--- config.mk ---
export PLATFORM = sky130hd
export DESIGN_NAME = crossbar_scheduler
export DESIGN_NICKNAME = d
export VERILOG_FILES = /design/src/rtl/switch_pkg.sv /design/src/rtl/rr_arbiter.sv /design/src/rtl/crossbar_scheduler.sv
export SDC_FILE = /design/constraint.sdc
export NUM_CORES = 1
export LEC_CHECK = 0
export ABC_AREA = 1
export CAP_MARGIN = 20
export CORE_UTILIZATION = 25
export DETAILED_ROUTE_END_ITERATION = 10
export HOLD_SLACK_MARGIN = 0.02
export SETUP_SLACK_MARGIN = 0.5
export SLEW_MARGIN = 20
export SYNTH_ARGS = -nofsm -noshare
export SYNTH_HDL_FRONTEND = slang
export SYNTH_SLANG_ARGS = --single-unit
--- constraint.sdc ---
create_clock -name clk -period 4 [get_ports clk]
set_clock_uncertainty 0.05 [all_clocks]
set_input_delay 0.4 -clock clk [delete_from_list [all_inputs] [get_ports clk]]
set_output_delay 0.4 -clock clk [all_outputs]
set_load 0.01 [all_outputs]
--- src/rtl/switch_pkg.sv ---
// Shared switch definitions: port count, port index width and the scheduler FSM states.
package switch_pkg;

    localparam int NUM_PORTS = 4;
    localparam int PORT_W    = 2;

    typedef enum logic [1:0] {
        IDLE   = 2'd0,
        GRANT  = 2'd1,
        ACCEPT = 2'd2,
        DONE   = 2'd3
    } sched_state_t;

endpackage

--- src/rtl/rr_arbiter.sv ---
// Round-robin arbiter: picks the requester with the smallest (index - pointer) mod NUM_PORTS.
module rr_arbiter
    import switch_pkg::*;
(
    input  logic [NUM_PORTS-1:0] req_i,
    input  logic [PORT_W-1:0]    ptr_i,
    output logic [NUM_PORTS-1:0] gnt_o,
    output logic [PORT_W-1:0]    idx_o,
    output logic                 valid_o
);

    logic [PORT_W-1:0] cand;

    // Scan from the farthest offset down so the nearest requester is written last and wins.
    always_comb begin
        gnt_o   = '0;
        idx_o   = '0;
        valid_o = 1'b0;
        cand    = '0;
        for (int k = NUM_PORTS - 1; k >= 0; k--) begin
            cand = ptr_i + PORT_W'(k);
            if (req_i[cand]) begin
                idx_o   = cand;
                valid_o = 1'b1;
            end
        end
        if (valid_o) begin
            gnt_o[idx_o] = 1'b1;
        end
    end

endmodule

--- src/rtl/crossbar_scheduler.sv ---
// Single-iteration iSLIP-style crossbar scheduler: latch VOQ requests, grant per egress,
// accept per ingress, then publish a one-to-one match once per time slot.
module crossbar_scheduler
    import switch_pkg::*;
(
    input  logic        clk,
    input  logic        reset,
    input  logic        experimenting,
    input  logic        sched_start,
    input  logic [15:0] voq_req,
    output logic        match_valid,
    output logic [3:0]  match_en,
    output logic [7:0]  match_port,
    output logic        busy,
    output logic        overrun,
    output logic [31:0] slot_count
);

    sched_state_t state_q, state_d;

    logic [15:0]                          req_q, req_d;
    logic [NUM_PORTS-1:0][NUM_PORTS-1:0]  grant_q, grant_d;
    logic [NUM_PORTS-1:0][PORT_W-1:0]     grantIdx_q, grantIdx_d;
    logic [NUM_PORTS-1:0][PORT_W-1:0]     grantPtr_q, grantPtr_d;
    logic [NUM_PORTS-1:0][PORT_W-1:0]     acceptPtr_q, acceptPtr_d;
    logic [3:0]                           matchEn_q, matchEn_d;
    logic [7:0]                           matchPort_q, matchPort_d;
    logic                                 matchValid_q, matchValid_d;
    logic                                 overrun_q, overrun_d;
    logic [31:0]                          slotCount_q, slotCount_d;

    logic [NUM_PORTS-1:0][NUM_PORTS-1:0]  gReq, gGnt, aReq, aGnt;
    logic [NUM_PORTS-1:0][PORT_W-1:0]     gIdx, aIdx;
    logic [NUM_PORTS-1:0]                 gVld, aVld;
    logic [NUM_PORTS-1:0]                 egressAccepted;

    // gReq is indexed [egress][ingress]; aReq is indexed [ingress][egress].
    for (genvar j = 0; j < NUM_PORTS; j++) begin : g_grant
        for (genvar i = 0; i < NUM_PORTS; i++) begin : g_bits
            assign gReq[j][i] = req_q[NUM_PORTS*i + j];
            assign aReq[i][j] = grant_q[j][i];
        end
        rr_arbiter u_grant_arb (
            .req_i   (gReq[j]),
            .ptr_i   (grantPtr_q[j]),
            .gnt_o   (gGnt[j]),
            .idx_o   (gIdx[j]),
            .valid_o (gVld[j])
        );
    end

    for (genvar i = 0; i < NUM_PORTS; i++) begin : g_accept
        rr_arbiter u_accept_arb (
            .req_i   (aReq[i]),
            .ptr_i   (acceptPtr_q[i]),
            .gnt_o   (aGnt[i]),
            .idx_o   (aIdx[i]),
            .valid_o (aVld[i])
        );
    end

    always_comb begin
        egressAccepted = '0;
        for (int i = 0; i < NUM_PORTS; i++) begin
            egressAccepted = egressAccepted | aGnt[i];
        end
    end

    always_comb begin
        state_d      = state_q;
        req_d        = req_q;
        grant_d      = grant_q;
        grantIdx_d   = grantIdx_q;
        grantPtr_d   = grantPtr_q;
        acceptPtr_d  = acceptPtr_q;
        matchEn_d    = matchEn_q;
        matchPort_d  = matchPort_q;
        matchValid_d = 1'b0;
        overrun_d    = overrun_q | (sched_start && (state_q != IDLE));
        slotCount_d  = slotCount_q;

        case (state_q)
            IDLE: begin
                if (sched_start && experimenting) begin
                    req_d   = voq_req;
                    state_d = GRANT;
                end
            end
            GRANT: begin
                for (int j = 0; j < NUM_PORTS; j++) begin
                    grant_d[j]    = gVld[j] ? gGnt[j] : '0;
                    grantIdx_d[j] = gIdx[j];
                end
                state_d = ACCEPT;
            end
            ACCEPT: begin
                // Only accepted grants move pointers; a refused grant leaves its egress pointer alone.
                matchEn_d   = '0;
                matchPort_d = '0;
                for (int i = 0; i < NUM_PORTS; i++) begin
                    if (aVld[i]) begin
                        matchEn_d[i]          = 1'b1;
                        matchPort_d[2*i +: 2] = aIdx[i];
                        acceptPtr_d[i]        = aIdx[i] + 2'd1;
                    end
                end
                for (int j = 0; j < NUM_PORTS; j++) begin
                    if (egressAccepted[j]) begin
                        grantPtr_d[j] = grantIdx_q[j] + 2'd1;
                    end
                end
                state_d = DONE;
            end
            DONE: begin
                matchValid_d = 1'b1;
                slotCount_d  = slotCount_q + 32'd1;
                state_d      = IDLE;
            end
            default: state_d = IDLE;
        endcase
    end

    always_ff @(posedge clk) begin
        if (reset) begin
            state_q      <= IDLE;
            req_q        <= '0;
            grant_q      <= '0;
            grantIdx_q   <= '0;
            grantPtr_q   <= '0;
            acceptPtr_q  <= '0;
            matchEn_q    <= '0;
            matchPort_q  <= '0;
            matchValid_q <= 1'b0;
            overrun_q    <= 1'b0;
            slotCount_q  <= '0;
        end else begin
            state_q      <= state_d;
            req_q        <= req_d;
            grant_q      <= grant_d;
            grantIdx_q   <= grantIdx_d;
            grantPtr_q   <= grantPtr_d;
            acceptPtr_q  <= acceptPtr_d;
            matchEn_q    <= matchEn_d;
            matchPort_q  <= matchPort_d;
            matchValid_q <= matchValid_d;
            overrun_q    <= overrun_d;
            slotCount_q  <= slotCount_d;
        end
    end

    assign match_valid = matchValid_q;
    assign match_en    = matchEn_q;
    assign match_port  = matchPort_q;
    assign busy        = (state_q != IDLE);
    assign overrun     = overrun_q;
    assign slot_count  = slotCount_q;

endmodule

==> impl_metrics.json <==
{
  "status": "finished clean",
  "ir_worst_vdd_mv": 0.205,
  "dp_hpwl_um": 11600,
  "drive_gt1_frac": 0.0767,
  "cts-root-buf": "clkbuf_16",
  "via_per_inst": 4.41,
  "die_h_um": 160,
  "rsz0062_at_grt": "no",
  "postCtsSetupBuffers": 0,
  "detail-route-antenna-nets": 0,
  "top_usage_layer": "met2",
  "cts.sinks": 104,
  "critical_path_arrival_ns": 2.58,
  "synth_top_family_by_area": "simple AND/OR/NAND/NOR gates",
  "synthSimpleGateAreaFrac": 0.356,
  "synth_top_area_frac": 0.334,
  "layout.nets": 1066,
  "drc": 0,
  "met3_usage": 0.0247,
  "cap_violations": 0,
  "start_util": 0.255,
  "syn_inst": 976,
  "seq_area_frac_synth": 0.334,
  "totalWireLength_um": 15500,
  "synth-seq-cells": 104,
  "finalHoldViolations": 0,
  "globalRoute.totalOverflow": 0,
  "vias": 5972,
  "synth_compound_area_frac": 0.135,
  "die_w_um": 160,
  "portBuffers": 66,
  "clk_latency_ns": 0.36,
  "finalPower_mw": 3.93,
  "setup_viol_count_final": 0,
  "die-area_mm2": 0.0256,
  "drtIter0Drc": 264,
  "drtPass1Iterations": 4,
  "cp-end-kind": "flop",
  "ys_warn_count": 0,
  "power.density_mw_per_mm2": 529,
  "track_usage": 0.127,
  "hold_path.class": "flop to flop",
  "yosysUniqueCellTypes": 42,
  "finalSetupTns_ns": 0,
  "synth_area_mm2": 0.00623,
  "holdWs_ns": 0.416,
  "crit_type": "flop to flop",
  "yosysTopAreaCell": "dfxtp_1",
  "synthXorXnorAreaFrac": 0.0309,
  "ctsHoldBuffers": 0,
  "placed_cells_incl_taps": 1338,
  "synth_fa_ha_area_frac": 0.0422,
  "fmax_mhz": 428,
  "core_mm2": 0.0244,
  "grt_max_degree": 52,
  "grt_pass1_vias": 5647,
  "relSlewSlack": 0.323,
  "yosys-top-cells-area": "dfxtp_1 (33%), nand2_1 (18%), nor2_1 (6.3%)",
  "muxShareOfSynthArea": 0,
  "reg2regPathDepth": 17,
  "h-tree-depth": 3,
  "cts_buffers": 9,
  "synth_nets": 1017,
  "area_growth_pct": 19.2,
  "path_clk_slew_ns": 0.07,
  "cts_tree": "done",
  "worstSetupStartpointType": "flop",
  "ctsLongestPathBuffers": 2,
  "p_leak_nw": 3.08,
  "ios": 67,
  "finalCriticalPeriod_ns": 2.33,
  "std_cell_rows": 57,
  "postSynthAreaPerCell_um2": 6.38,
  "fin_cells": 1354,
  "grtUsageMet2": 0.225,
  "grt_pass1_wl_um": 26600,
  "worst_ep_required_time_ns": 4.25,
  "wl_per_cell_um": 11.4,
  "fin_crit_sh": 0.583,
  "min_path_cells": 2,
  "diodes": 0,
  "cts_resized": 0,
  "path_max_fanout": 12,
  "worst_pin_slew_ns": 1.01,
  "grtUsageMet1": 0.154,
  "place.gp.congestion": 0.846,
  "slew_viol_final": 0,
  "antenna_found_initial": 0
}
## flip-flops by register name (all words and copies together), names as in the netlist, 4 cells and up
name / count
acceptPtr_q: 8
grantIdx_q: 8
grantPtr_q: 8
req_q: 16
match_port: 8
slot_count: 32
match_en: 4
aReq: 16
## synth_stat cells
cell type    n
nor3b_2      1
nor4_1       1
clkinv_1     4
a21boi_1     1
nand2_1    306
nand3b_1     1
a211oi_1     2
buf_1        2
nand3_1     60
buf_2        4
nand2_2     16
inv_1       94
ha_1        21
o21bai_1     2
nor2_2      10
nor3_2       4
and2_1       1
nor2_1     104
o211ai_1     3
clkbuf_2     2
a31oi_1      1
inv_2       15
nand4_1      9
inv_4        3
xnor2_1     10
and3_1       3
o21ai_1     11
xor2_1      12
buf_6        8
o21a_1       5
o21ai_0     54
dfxtp_1    104
a21oi_1     68
o221a_2      1
clkbuf_1    16
a21oi_2      1
nor4_4       1
o21ai_2      3
nor3_1       8
buf_4        1
or2_1        1
a21boi_2     2
## cells in the final DEF (no fill, tap or decap), types with 4 or more instances in the layout
master / count
a21oi_1: 68
o21ai_1: 11
o21ai_0: 54
nor3_2: 4
ha_1: 21
inv_2: 15
clkinv_1: 4
nand2_1: 306
dfxtp_1: 104
clkdlybuf4s50_1: 65
nand3_1: 60
xor2_1: 12
o21a_1: 5
clkbuf_16: 9
nand2_2: 16
xnor2_1: 10
nand4_1: 9
nor3_1: 8
inv_1: 94
nor2_1: 104
nor2_2: 10
buf_4: 5
## worst max-delay path, stage by stage (launching register included)
cell	delay (ns)
dfxtp_1	0.57
nand2_1	0.10
nand2_1	0.10
nand2_1	0.08
nand2_2	0.09
nand3_1	0.09
o21ai_2	0.09
o21ai_0	0.16
o21ai_2	0.14
inv_1	0.09
ha_1	0.20
nand2_1	0.06
nand2_1	0.07
inv_1	0.06
nand2_1	0.08
nand3_1	0.08
nand2_1	0.05
nor2_1	0.11
## cells by family (layout without fill, tap and decap cells)
logic type               Yosys count  count (layout)
AND/OR/NAND/NOR                  526             526
AO/OA/AOI/OAI                    154             154
buffers and inverters            149             203
flip-flops                       104             104
XOR/XNOR                          22              22
adder cells (fa/ha/maj)           21              21
## worst paths after layout
| path | from | slack [ns] | to |
|---|---|---|---|
| worst max-delay path | acceptPtr_q[6]$_SDFFE_PP0P_ | 1.67 | grantPtr_q[2]$_SDFFE_PP0P_ |
| worst min-delay path | match_port[1]$_SDFFE_PP0P_ | 0.42 | match_port[1]$_SDFFE_PP0P_ |
| worst max register to register | acceptPtr_q[6]$_SDFFE_PP0P_ | 1.67 | grantPtr_q[2]$_SDFFE_PP0P_ |
| worst min register to register | match_port[1]$_SDFFE_PP0P_ | 0.42 | match_port[1]$_SDFFE_PP0P_ |
## per-layer routing
layer,share of wire,vias to the layer above
met1,0.47,2665
li1,-,3185
met3,0.036,18
met5,0,-
met4,0.015,0
met2,0.48,104
## through the flow
step           worst slack [ns]   util  area, um^2
2_1_floorplan              2.02      -        6230
3_3_place_gp               1.61  0.293        7130
3_5_place_dp               1.56  0.293        7130
4_1_cts                    1.65  0.305        7430
5_1_grt                    1.39  0.305        7430
6_report                   1.67  0.305        7430
## where the power goes
part           total [mW]  internal (mW)  leakage, nW  switching, mW
Sequential           1.33           1.18        0.843          0.147
Combinational        1.71          0.599         2.09           1.11
Clock               0.888          0.462        0.146          0.426
## final cells by class
class	instances	area, um^2
Clock buffer	11	253
Clock inverter	5	40.0
Sequential cell	104	2080
Tap cell	324	405
Inverter	116	443
Fill cell	2687	17000
Multi-Input combinational cell	723	3510
Timing Repair Buffer	71	693
No activity file was read; power rests on OpenSTA's default activity.
